===== config.mk =====
export PLATFORM = sky130hd
export DESIGN_NAME = layer9_label_trainer
export DESIGN_NICKNAME = d
export VERILOG_FILES = /design/src/rtl/layer9_label_trainer.sv
export SDC_FILE = /design/constraint.sdc
export NUM_CORES = 1
export LEC_CHECK = 0
export BUFFER_PORTS_ARGS = -buffer_cell sky130_fd_sc_hd__buf_2
export CAP_MARGIN = 20
export CORE_UTILIZATION = 58
export DETAILED_ROUTE_END_ITERATION = 8
export PLACE_DENSITY = 0.92
export SETUP_SLACK_MARGIN = 0.2
export SKIP_CTS_REPAIR_TIMING = 1
export SLEW_MARGIN = 20
export SYNTH_ARGS = -nofsm -noshare
export SYNTH_HDL_FRONTEND = slang
export SYNTH_SLANG_ARGS = --single-unit

===== constraint.sdc =====
create_clock -name clock -period 6.95 [get_ports clock]
set_input_delay 0 -clock clock [delete_from_list [all_inputs] [get_ports clock]]
set_output_delay 0 -clock clock [all_outputs]
set_load 0.05 [all_outputs]

===== src/rtl/layer9_label_trainer.sv =====
// rtl/layer9_label_trainer.sv - target-side sequencer for a 9-neuron learning layer
//
// Accepts labelled samples and runs a forward pass on the layer (valid high,
// learn low). It then scores the layer outputs by argmax and, for training
// samples, drives one-hot zero2one_t targets with learn high. Saturating
// sample/correct counters track accuracy.
//
// Ports:
//   clock, reset_n          rising-edge clock, asynchronous active-low reset
//   s_valid/s_ready         sample handshake; s_label (0..8), s_train
//   valid, learn            layer control strobes
//   expected_out[9][8]      per-neuron targets to the layer
//   out[9][8]               layer outputs
//   r_valid                 one-cycle result strobe
//   r_class, r_correct,     argmax class, match flag and out-of-range label
//   r_bad_label             flag; all held until the next score
//   clear                   synchronous counter clear
//   sample_count,           saturating 16-bit counters
//   correct_count
module layer9_label_trainer #(
    parameter int         LAT          = 1,
    parameter int         LEARN_CYCLES = 1,
    parameter logic [7:0] TGT_HI       = 8'hE6,
    parameter logic [7:0] TGT_LO       = 8'h1A
) (
    input  logic            clock,
    input  logic            reset_n,
    input  logic            s_valid,
    output logic            s_ready,
    input  logic [3:0]      s_label,
    input  logic            s_train,
    output logic            valid,
    output logic            learn,
    output logic [8:0][7:0] expected_out,
    input  logic [8:0][7:0] out,
    output logic            r_valid,
    output logic [3:0]      r_class,
    output logic            r_correct,
    output logic            r_bad_label,
    input  logic            clear,
    output logic [15:0]     sample_count,
    output logic [15:0]     correct_count
);

    typedef enum logic [2:0] {
        S_IDLE,
        S_FWD,
        S_WAIT,
        S_SCORE,
        S_LEARN
    } state_t;

    localparam logic [3:0] LAT_CNT   = 4'(LAT);
    localparam logic [3:0] LEARN_CNT = 4'(LEARN_CYCLES);

    state_t          state;
    logic [3:0]      cnt;
    logic [3:0]      label_q;
    logic            train_q;
    logic [3:0]      best_idx;
    logic [7:0]      best_val;
    logic [8:0][7:0] targets;
    logic            label_ok;
    logic            class_hit;

    // Argmax with strict '>' so equal outputs resolve to the lowest index.
    always_comb begin
        best_idx = 4'd0;
        best_val = out[0];
        for (int i = 1; i < 9; i++) begin
            if (out[i] > best_val) begin
                best_val = out[i];
                best_idx = 4'(i);
            end
        end
    end

    always_comb begin
        targets = '0;
        for (int i = 0; i < 9; i++) begin
            targets[i] = (label_q == 4'(i)) ? TGT_HI : TGT_LO;
        end
    end

    assign label_ok  = (label_q <= 4'd8);
    assign class_hit = (best_idx == label_q) && label_ok;

    always_ff @(posedge clock or negedge reset_n) begin
        if (!reset_n) begin
            state         <= S_IDLE;
            s_ready       <= 1'b1;
            valid         <= 1'b0;
            learn         <= 1'b0;
            expected_out  <= '0;
            r_valid       <= 1'b0;
            r_class       <= 4'd0;
            r_correct     <= 1'b0;
            r_bad_label   <= 1'b0;
            sample_count  <= 16'd0;
            correct_count <= 16'd0;
            cnt           <= 4'd0;
            label_q       <= 4'd0;
            train_q       <= 1'b0;
        end else begin
            r_valid <= 1'b0;
            case (state)
                S_IDLE: begin
                    if (s_valid && s_ready) begin
                        label_q <= s_label;
                        train_q <= s_train;
                        s_ready <= 1'b0;
                        valid   <= 1'b1;
                        state   <= S_FWD;
                    end
                end
                S_FWD: begin
                    valid <= 1'b0;
                    cnt   <= LAT_CNT;
                    state <= S_WAIT;
                end
                S_WAIT: begin
                    // WAIT lasts LAT cycles; the layer output is settled by SCORE.
                    if (cnt <= 4'd1) begin
                        state <= S_SCORE;
                    end else begin
                        cnt <= cnt - 4'd1;
                    end
                end
                S_SCORE: begin
                    r_valid     <= 1'b1;
                    r_class     <= best_idx;
                    r_correct   <= class_hit;
                    r_bad_label <= !label_ok;
                    if (sample_count != 16'hFFFF) begin
                        sample_count <= sample_count + 16'd1;
                    end
                    if (class_hit && (correct_count != 16'hFFFF)) begin
                        correct_count <= correct_count + 16'd1;
                    end
                    if (train_q && label_ok) begin
                        valid        <= 1'b1;
                        learn        <= 1'b1;
                        expected_out <= targets;
                        cnt          <= LEARN_CNT;
                        state        <= S_LEARN;
                    end else begin
                        s_ready <= 1'b1;
                        state   <= S_IDLE;
                    end
                end
                S_LEARN: begin
                    if (cnt <= 4'd1) begin
                        valid        <= 1'b0;
                        learn        <= 1'b0;
                        expected_out <= '0;
                        s_ready      <= 1'b1;
                        state        <= S_IDLE;
                    end else begin
                        cnt <= cnt - 4'd1;
                    end
                end
                default: begin
                    state   <= S_IDLE;
                    s_ready <= 1'b1;
                    valid   <= 1'b0;
                    learn   <= 1'b0;
                end
            endcase
            // Placed after the score update so a coincident clear takes priority.
            if (clear) begin
                sample_count  <= 16'd0;
                correct_count <= 16'd0;
            end
        end
    end

endmodule


After elaboration in Yosys (flattened, before gate mapping) --
Cells that the tools add are included.
Cells by class: reduce and logical (&&, ||, !) cells 24, mux-type cells 51, order comparisons 10, add/subtract/negate cells 3, eq/ne operators 21, bitwise gates (word level) 3
Operators with widths (count):
- $mux W72 | 2
- $pmux W72 S2 | 1
- $mux W8 | 16
- $mux W16 | 6
- $gt A8 B8 Y1 | 8
- $add A16 B1 Y16 const B | 2
- $mux W4 | 8
- $ne A16 B16 Y1 const B | 2
- $eq A4 B3 Y1 const B | 4
- $pmux W3 S5 | 1
- $mux W3 | 4
- $ne A2 B2 Y1 const B | 6
- $pmux W4 S3 | 1
- $reduce_and A3 Y1 | 4
- $eq A4 B2 Y1 const B | 2
- $mux W1 | 8
- $pmux W1 S4 | 2
- $reduce_and A4 Y1 | 2
- $reduce_bool A2 Y1 | 4
- $eq A3 B2 Y1 const B | 2
- $reduce_and A2 Y1 | 3
- $eq A4 B1 Y1 const B | 1
- $eq A4 B4 Y1 | 1
- $eq A4 B4 Y1 const B | 1
- 15 further kinds | 21
Word-level totals: bits in registers 126, bits of input ports 81, output and inout bits 114

Longest topological paths before layout --
Gate-level depths: netlist (run 1).
depth after elaboration 22, depth in mapped cells 86, gate-level depth less buffers 80

Least setup slack after synthesis (run 1) --
No wires, ideal clock.
kind input -> register, from in out[1] (netlist bit), to reg correct_count[12], arrival time 15061 ps, buffers on the path 6, path slack -8238 ps, stages on the path 82, library setup time 128 ps, data required time 6822 ps, cells stage by stage inv_1 ha_1 nor2b_1 o211ai_2 a21oi_1 o32ai_1 mux2i_1 ha_1 a21oi_1 o21a_2 or3b_1 nand3_2 nor3_1 a21oi_1 clkbuf_1 nor2_1 a21oi_1 inv_1 (+46 left out) ha_1 nor2b_1 o21a_1 o21ai_0 nand2b_1 a21oi_1 o21ai_0 o21ai_0 inv_1 nor2_1 nand2_1 nor3_1 nor3_1 or3_1 buf_2 buf_6 nor4_1 mux2_1
Between the ends: word-level cells in the longest chain between the ends 21
Ends and longest elaborated chain:
- start: declaration | line 35 | input logic [8:0][7:0] out,
- $gt A8 B8 Y1 | line 71 | if (out[i] > best_val) begin
- $mux W8 | line 71
- $gt A8 B8 Y1 | line 71
- $mux W8 | line 71
- $gt A8 B8 Y1 | line 71
- $mux W8 | line 71
- $gt A8 B8 Y1 | line 71
- $mux W8 | line 71
- (+5 left out)
- $mux W8 | line 71
- $gt A8 B8 Y1 | line 71
- $mux W4 * | line 71
- $eq A4 B4 Y1 * | line 86 | assign class_hit = (best_idx == label_q) && label_ok;
- $logic_and A1 B1 Y1 * | line 86
- $logic_and A1 B1 Y1 * | line 137 | if (class_hit && (correct_count != 16'hFFFF)) begin
- $reduce_bool A2 Y1 (no source line) *
- $reduce_and A2 Y1 (no source line) *
- end signal: assignment | line 138 | correct_count <= correct_count + 16'd1;
- end: declaration | line 42 | output logic [15:0] correct_count
Mark *: on every way between the ends. The rest lies on a longest branch, timed or not. A chain may end at the register's enable or synchronous reset.

Worst setup path in the final report (run 1) --
from in out[1] (netlist bit), to reg correct_count[7]
Same word-level chain as after synthesis.

==> results of run 1 <==
==> report_power, final <==
part           internal (W)            switching [W]  total (W)
clock              0.000283                 0.000167   0.000450
combinational       0.00192                  0.00225    0.00417
sequential         0.000425  0.000000000000000000221   0.000425
total               0.00263                  0.00241    0.00504
==> stage by stage <==
stage | area [µm²] | setup slack [ns] | TNS (ns) | hold WS [ns] | cells
after global routing | 9960 | -8.69 | -175.46 | 0.172 | 1273
after global placement | 8690 | -6.70 | -133.52 | 0.226 | 1220
final | 9960 | -8.25 | -166.11 | 0.152 | 1273
after floorplan | 7100 | -6.66 | -131.11 | -0.296 | 838
after CTS | 8970 | -7.10 | -141.26 | -0.112 | 1234
after detailed placement | 8690 | -7.40 | -147.67 | 0.224 | 1220
==> state kept, by name (all words and copies together), names as in the netlist <==
name and count:
expected_out 19, correct_count 16, sample_count 16, cnt 4
label_q 4, r_class 4, state 3, learn 1
r_bad_label 1, r_correct 1, r_valid 1, s_ready 1
train_q 1, valid 1
==> layout by cell type (no fill, tap or decap), drive strengths merged, types with 11 or more instances in the layout <==
master and instances:
mux2i 15, ha 63, nor3 13, nor2 66, buf 352, o31ai 18, nand2 76, inv 57
nand4 13, mux2 23, a21oi 57, xor2 14, clkbuf 13, nand2b 11, o21ai 52, dfrtp 72
nand3 52
==> critical path: cells and delay by family <==
family / cells / cell delay [ns]
AOI/OAI and AO/OA: 36 / 6.94
adders and majority gates: 8 / 2.28
buffers and inverters: 10 / 1.31
muxes: 4 / 1.35
and+or+nand+nor: 22 / 3.55
==> cell type report <==
| class | count | share of cell area |
|---|---|---|
| Multi-Input combinational cell | 625 | 0.508 |
| Timing Repair Buffer | 360 | 0.240 |
| Sequential cell | 73 | 0.184 |
| Clock buffer | 11 | 0.0244 |
| Inverter | 58 | 0.0224 |
| Tap cell | 143 | 0.0180 |
| Clock inverter | 3 | 0.00427 |
==> final timing paths <==
check	start	to	slack, ns	depth (start not counted)
max in group asynchronous	reset_n	cnt[0]	5.90	3
max reg2reg	state[2]	sample_count[11]	3.98	8
min in group asynchronous	reset_n	sample_count[10]	0.40	3
max	out[1]	correct_count[7]	-8.25	80
min reg2reg	r_class[3]	r_class[3]	0.49	2
min	s_valid	state[0]	0.15	5
==> cell families (layout without fill, tap and decap cells) <==
| group | count (synthesis) | after routing | synth area share |
|---|---|---|---|
| xor+xnor | 20 | 20 | 0.0258 |
| fa+ha+maj | 63 | 63 | 0.116 |
| buf+inv | 141 | 432 | 0.110 |
| flops | 73 | 73 | 0.269 |
| mux | 38 | 38 | 0.0618 |
| compound gates | 209 | 209 | 0.211 |
| simple gates | 285 | 286 | 0.206 |
| other cells | 1 | 9 | 0.000552 |
==> metal layers <==
layer | share of wire | vias to the layer above | routed length, µm | track usage
li1 | - | 3527 | - | -
met1 | 0.31 | 3963 | 9760 | 0.393
met2 | 0.43 | 924 | 13400 | 0.578
met3 | 0.14 | 402 | 4280 | 0.0494
met4 | 0.12 | 2 | 3580 | 0.186
met5 | 0.0015 | - | 46 | 0
==> out/summary.txt, run 1 <==
CTS Buffer Depth = 2
fin crit share = 2.19
# setup viols final = 21
grt ovf = 0
num rows = 39
CP endpoint kind = flop
outcome = finished with violations
Post-route DRC = 43
Ys Warns = 0
H-tree depth = 3
Cell variety after synth = 82
total I/O pin count = 195
number of port buffers = 185
sequential-to-total area share from yosys stat = 0.269
final core utilization = 0.872
Worst-path clk slew = 0.06 ns
FF/Latch Area = 1830 µm²
Power Total = 0.00504 W
Ant. Diodes = 0
Worst Skew = 0.00730 ns
Fmax = 65.8 MHz
post-synth top area share = 0.265
cell area after synthesis = 6800 µm²
P per Cell Area = 506 nW/µm²
Crit-path slowest cell = o32ai_4
die width = 110 µm
CP startpoint kind = primary input
DP HPWL = 15700 µm
final antenna-violating net count = 0
Largest stage delay, worst path = 0.50 ns
DR WL/cell = 24.4 µm
Root Driver = clkbuf_16
Pins Over Slew Limit = 0
final worst slack = -8.25 ns
Slew HR = 0.376
static leakage = 5.07 nW
Core Footprint = 11400 µm²
failing checks = design-rule violations, negative setup slack
total track usage = 0.333
#FFs+latches synth = 73
max_cap viols = 0
Worst EP required = 7.20 ns
drt total wl = 31100 µm
RSZ-0062 raised after global routing = true
count leader, synth = nand2_1
Avg Cell Area, Syn = 8.19 µm²
Die Ht = 110 µm
clock tree sinks = 73
worst IR drop on VDD = 0.000855 V
die area = 12200 µm²
Synth area leader = dfrtp_1
Layout Nets = 1271
Multi-input gate area = 5060 µm²
final hold vios = 0
layout cells sized above 1 = 0.470
Worst-Skew Late Latency = 0.34 ns
GP Congestion = 0.933
Vias per Instance = 6.93
Fillers = 520
global-route wire length before repair = 31800 µm
initial DRC count = 1509
kind of critical path = primary input to flop
critical path arrival = 15.45 ns
CTS buffer count = 9
Synth Flop Type = dfrtp_1
vias post-DR = 8818
CTS tree = done
largest net degree at the start of global routing = 74
EDFF count, synth = 0
Post-Synthesis Cells = 830
Slew @ Worst Pin = 0.936 ns
fin crit period = 15.20 ns
Synth area leaders = dfrtp_1 26%, ha_1 12%, buf_4 5.9%
most common library cells after synthesis = 74 x nand2_1, 72 x dfrtp_1, 65 x nor2_1, 63 x ha_1, 57 x inv_1
post-synthesis async set-or-reset flop share = 1.00
Area Overhead vs Synth = 46.4%
vias in the first global route = 6974
CP max FO = 10
initial antenna violation count = 0
DR pass1 iterations = 9
HP Class = primary input to flop
Starting Density = 0.595
Top cell by count, worst path = a21oi_2
Note: power is estimated with default switching activity, not from simulation.
==> run 2, diff against run 1 <==
--- a/config.mk
+++ b/config.mk
@@ -7,9 +7,10 @@
 export LEC_CHECK = 0
 export BUFFER_PORTS_ARGS = -buffer_cell sky130_fd_sc_hd__buf_2
 export CAP_MARGIN = 20
-export CORE_UTILIZATION = 58
+export CORE_UTILIZATION = 54
 export DETAILED_ROUTE_END_ITERATION = 8
-export PLACE_DENSITY = 0.92
+export PLACE_DENSITY = 0.87
+export RECOVER_POWER = 25
 export SETUP_SLACK_MARGIN = 0.2
 export SKIP_CTS_REPAIR_TIMING = 1
 export SLEW_MARGIN = 20
==> constraint.sdc (replaced) <==
create_clock -name clock -period 16.1 [get_ports clock]
set_input_delay 0 -clock clock [delete_from_list [all_inputs] [get_ports clock]]
set_output_delay 0 -clock clock [all_outputs]
set_load 0.05 [all_outputs]
==> out/summary.txt, run 2 (synthesis results as in run 1) <==
Top cell by count, worst path = a21oi_1
# setup viols final = 0 (-100%)
grt ovf = 0 (unchanged)
total I/O pin count = 195 (unchanged)
Worst EP required = 16.35 ns (+9.15 ns)
fin crit share = 0.930
CP endpoint kind = flop
clock tree sinks = 73 (unchanged)
most frequent cells in the layout = 124 x buf_2, 73 x nand2_1, 72 x dfrtp_1, 65 x nor2_1, 63 x ha_1
Ant. Diodes = 0 (unchanged)
largest net degree at the start of global routing = 74 (unchanged)
Core Footprint = 12200 µm² (+6.5%)
critical path arrival = 15.22 ns (-0.23 ns)
Net Switching = 0.000656 W (-73%)
RSZ-0062 raised after global routing = false
initial antenna violation count = 0 (unchanged)
vias in the first global route = 5824 (-16%)
Crit-path slowest cell = or3_4
global-route wire length before repair = 26800 µm (-16%)
max_cap viols = 1 (+1)
total track usage = 0.251 (-0.0824)
Pins Over Slew Limit = 74 (+74)
Slew @ Worst Pin = 3.79 ns (+2.86 ns)
Worst-Skew Late Latency = 0.33 ns (about the same)
failing checks = max-capacitance violations, max-slew violations
outcome = finished with violations
Worst Skew = 0.0110 ns (+0.00366 ns)
layout cells sized above 1 = 0.214 (-0.256)
commonest non-fill, non-tap cell in the layout = buf_2
CP max FO = 15 (+5)
worst IR drop on VDD = 0.000197 V (-77%)
DR pass1 iterations = 5 (-4)
DR WL/cell = 14.8 µm (-39%)
Vias per Instance = 5.73 (-17%)
HP Class = primary input to flop
Die Ht = 114 µm (+3.6%)
Post-route DRC = 0 (-100%)
Area Overhead vs Synth = 15.4%
FF/Latch Area = 1830 µm² (unchanged)
final antenna-violating net count = 0 (unchanged)
CP startpoint kind = primary input
Hold Path Stages = 5 (unchanged)
static leakage = 3.87 nW (-24%)
CTS tree = done
top flop regs = expected_out x19, correct_count x16, sample_count x16
Worst-path clk slew = 0.06 ns (about the same)
switch share = 0.487 (+0.00850)
Cell Area, Placed = 7470 µm² (-14%)
sequential power share = 0.136 (+0.052)
GP Congestion = 0.932 (-0.12%)
H-tree depth = 3 (unchanged)
P per Cell Area = 171 nW/µm² (-66%)
vias post-DR = 6551 (-26%)
Root Driver = clkbuf_16
kind of critical path = primary input to flop
CTS buffer count = 9 (unchanged)
die width = 114 µm (+3.6%)
DP HPWL = 12800 µm (-19%)
Logic pwr share = 0.722 (-0.104)
drt total wl = 17000 µm (-45%)
max reg flops = 19 (unchanged)
Cells after DPL = 1113 (-8.8%)
CTS Buffer Depth = 2 (unchanged)
Starting Density = 0.559 (-0.0364)
Fmax = 66.8 MHz
Clk pwr share = 0.142 (+0.053)
initial DRC count = 445 (-71%)
number of port buffers = 185 (unchanged)
num rows = 40 (+2.6%)
Layout Nets = 1114 (-12%)
die area = 13000 µm² (+7.3%)
Largest stage delay, worst path = 0.49 ns (about the same)
reg2reg path depth = 8 (unchanged)
Top reg by flops = expected_out
post-route insts no fill = 1143 (-10%)
design area = 7850 µm² (-21%)
Slew HR = -1.53 (-1.90)
final hold vios = 0 (unchanged)
Fillers = 1063 (+100%)
fin crit period = 14.97 ns
Pint = 0.000690 W (-74%)
Multi-input gate area = 4300 µm² (-15%)
[run 2: final timing paths]
kind                       startpoint                end  slack (ns)
max                            out[1]  correct_count[14]        1.13
min                           s_valid           state[0]        0.12
max reg2reg                  state[2]   sample_count[11]       13.25
min reg2reg                r_class[1]         r_class[1]        0.47
max in group asynchronous     reset_n         label_q[1]       12.43
min in group asynchronous     reset_n    sample_count[9]        1.51
[run 2: worst max-delay path, delay by kind of cell]
kind / cells / cell delay (ns)
AO/OA/AOI/OAI: 36 / 6.47
AND/OR/NAND/NOR: 23 / 3.99
adder cells (fa/ha/maj): 8 / 2.37
multiplexers: 5 / 1.57
buffers and inverters: 7 / 0.79
[run 2: power by group through the flow]
| stage | clock network (W) | registers [W] | logic [W] |
|---|---|---|---|
| after CTS | 0.000192 | 0.000183 | 0.000894 |
| after detailed placement | 0 | 0.000187 | 0.000888 |
| after floorplan | 0 | 0.000187 | 0.000710 |
| after global routing | 0.000200 | 0.000183 | 0.00109 |
| final | 0.000191 | 0.000183 | 0.000972 |
| after global placement | 0 | 0.000187 | 0.000862 |
[run 2: routing by layer]
metal	vias to the layer above	wire length (µm)	global-route usage
li1	3210	-	-
met1	3080	7650	0.340
met2	229	8060	0.416
met3	32	889	0.0281
met4	0	361	0.0840
met5	-	0	0
[run 2: area by class of cell]
| type | count | share of cell area |
|---|---|---|
| Timing Repair Buffer | 203 | 0.128 |
| Clock buffer | 9 | 0.0287 |
| Tap cell | 168 | 0.0268 |
| Multi-Input combinational cell | 625 | 0.548 |
| Inverter | 58 | 0.0277 |
| Sequential cell | 73 | 0.233 |
| Clock inverter | 7 | 0.00781 |
[run 2: per-stage QoR]
stage	TNS (ns)	total power [W]	hold slack, ns	setup WS [ns]	util
after floorplan	0	0.000897	-0.296	0.912	-
after global placement	0	0.00105	0.185	0.447	0.615
after detailed placement	-2.54	0.00107	0.184	-0.207	0.615
after CTS	0	0.00127	-0.169	0.118	0.638
after global routing	0	0.00148	0.200	0.0821	0.645
final	0	0.00135	0.125	1.13	0.645
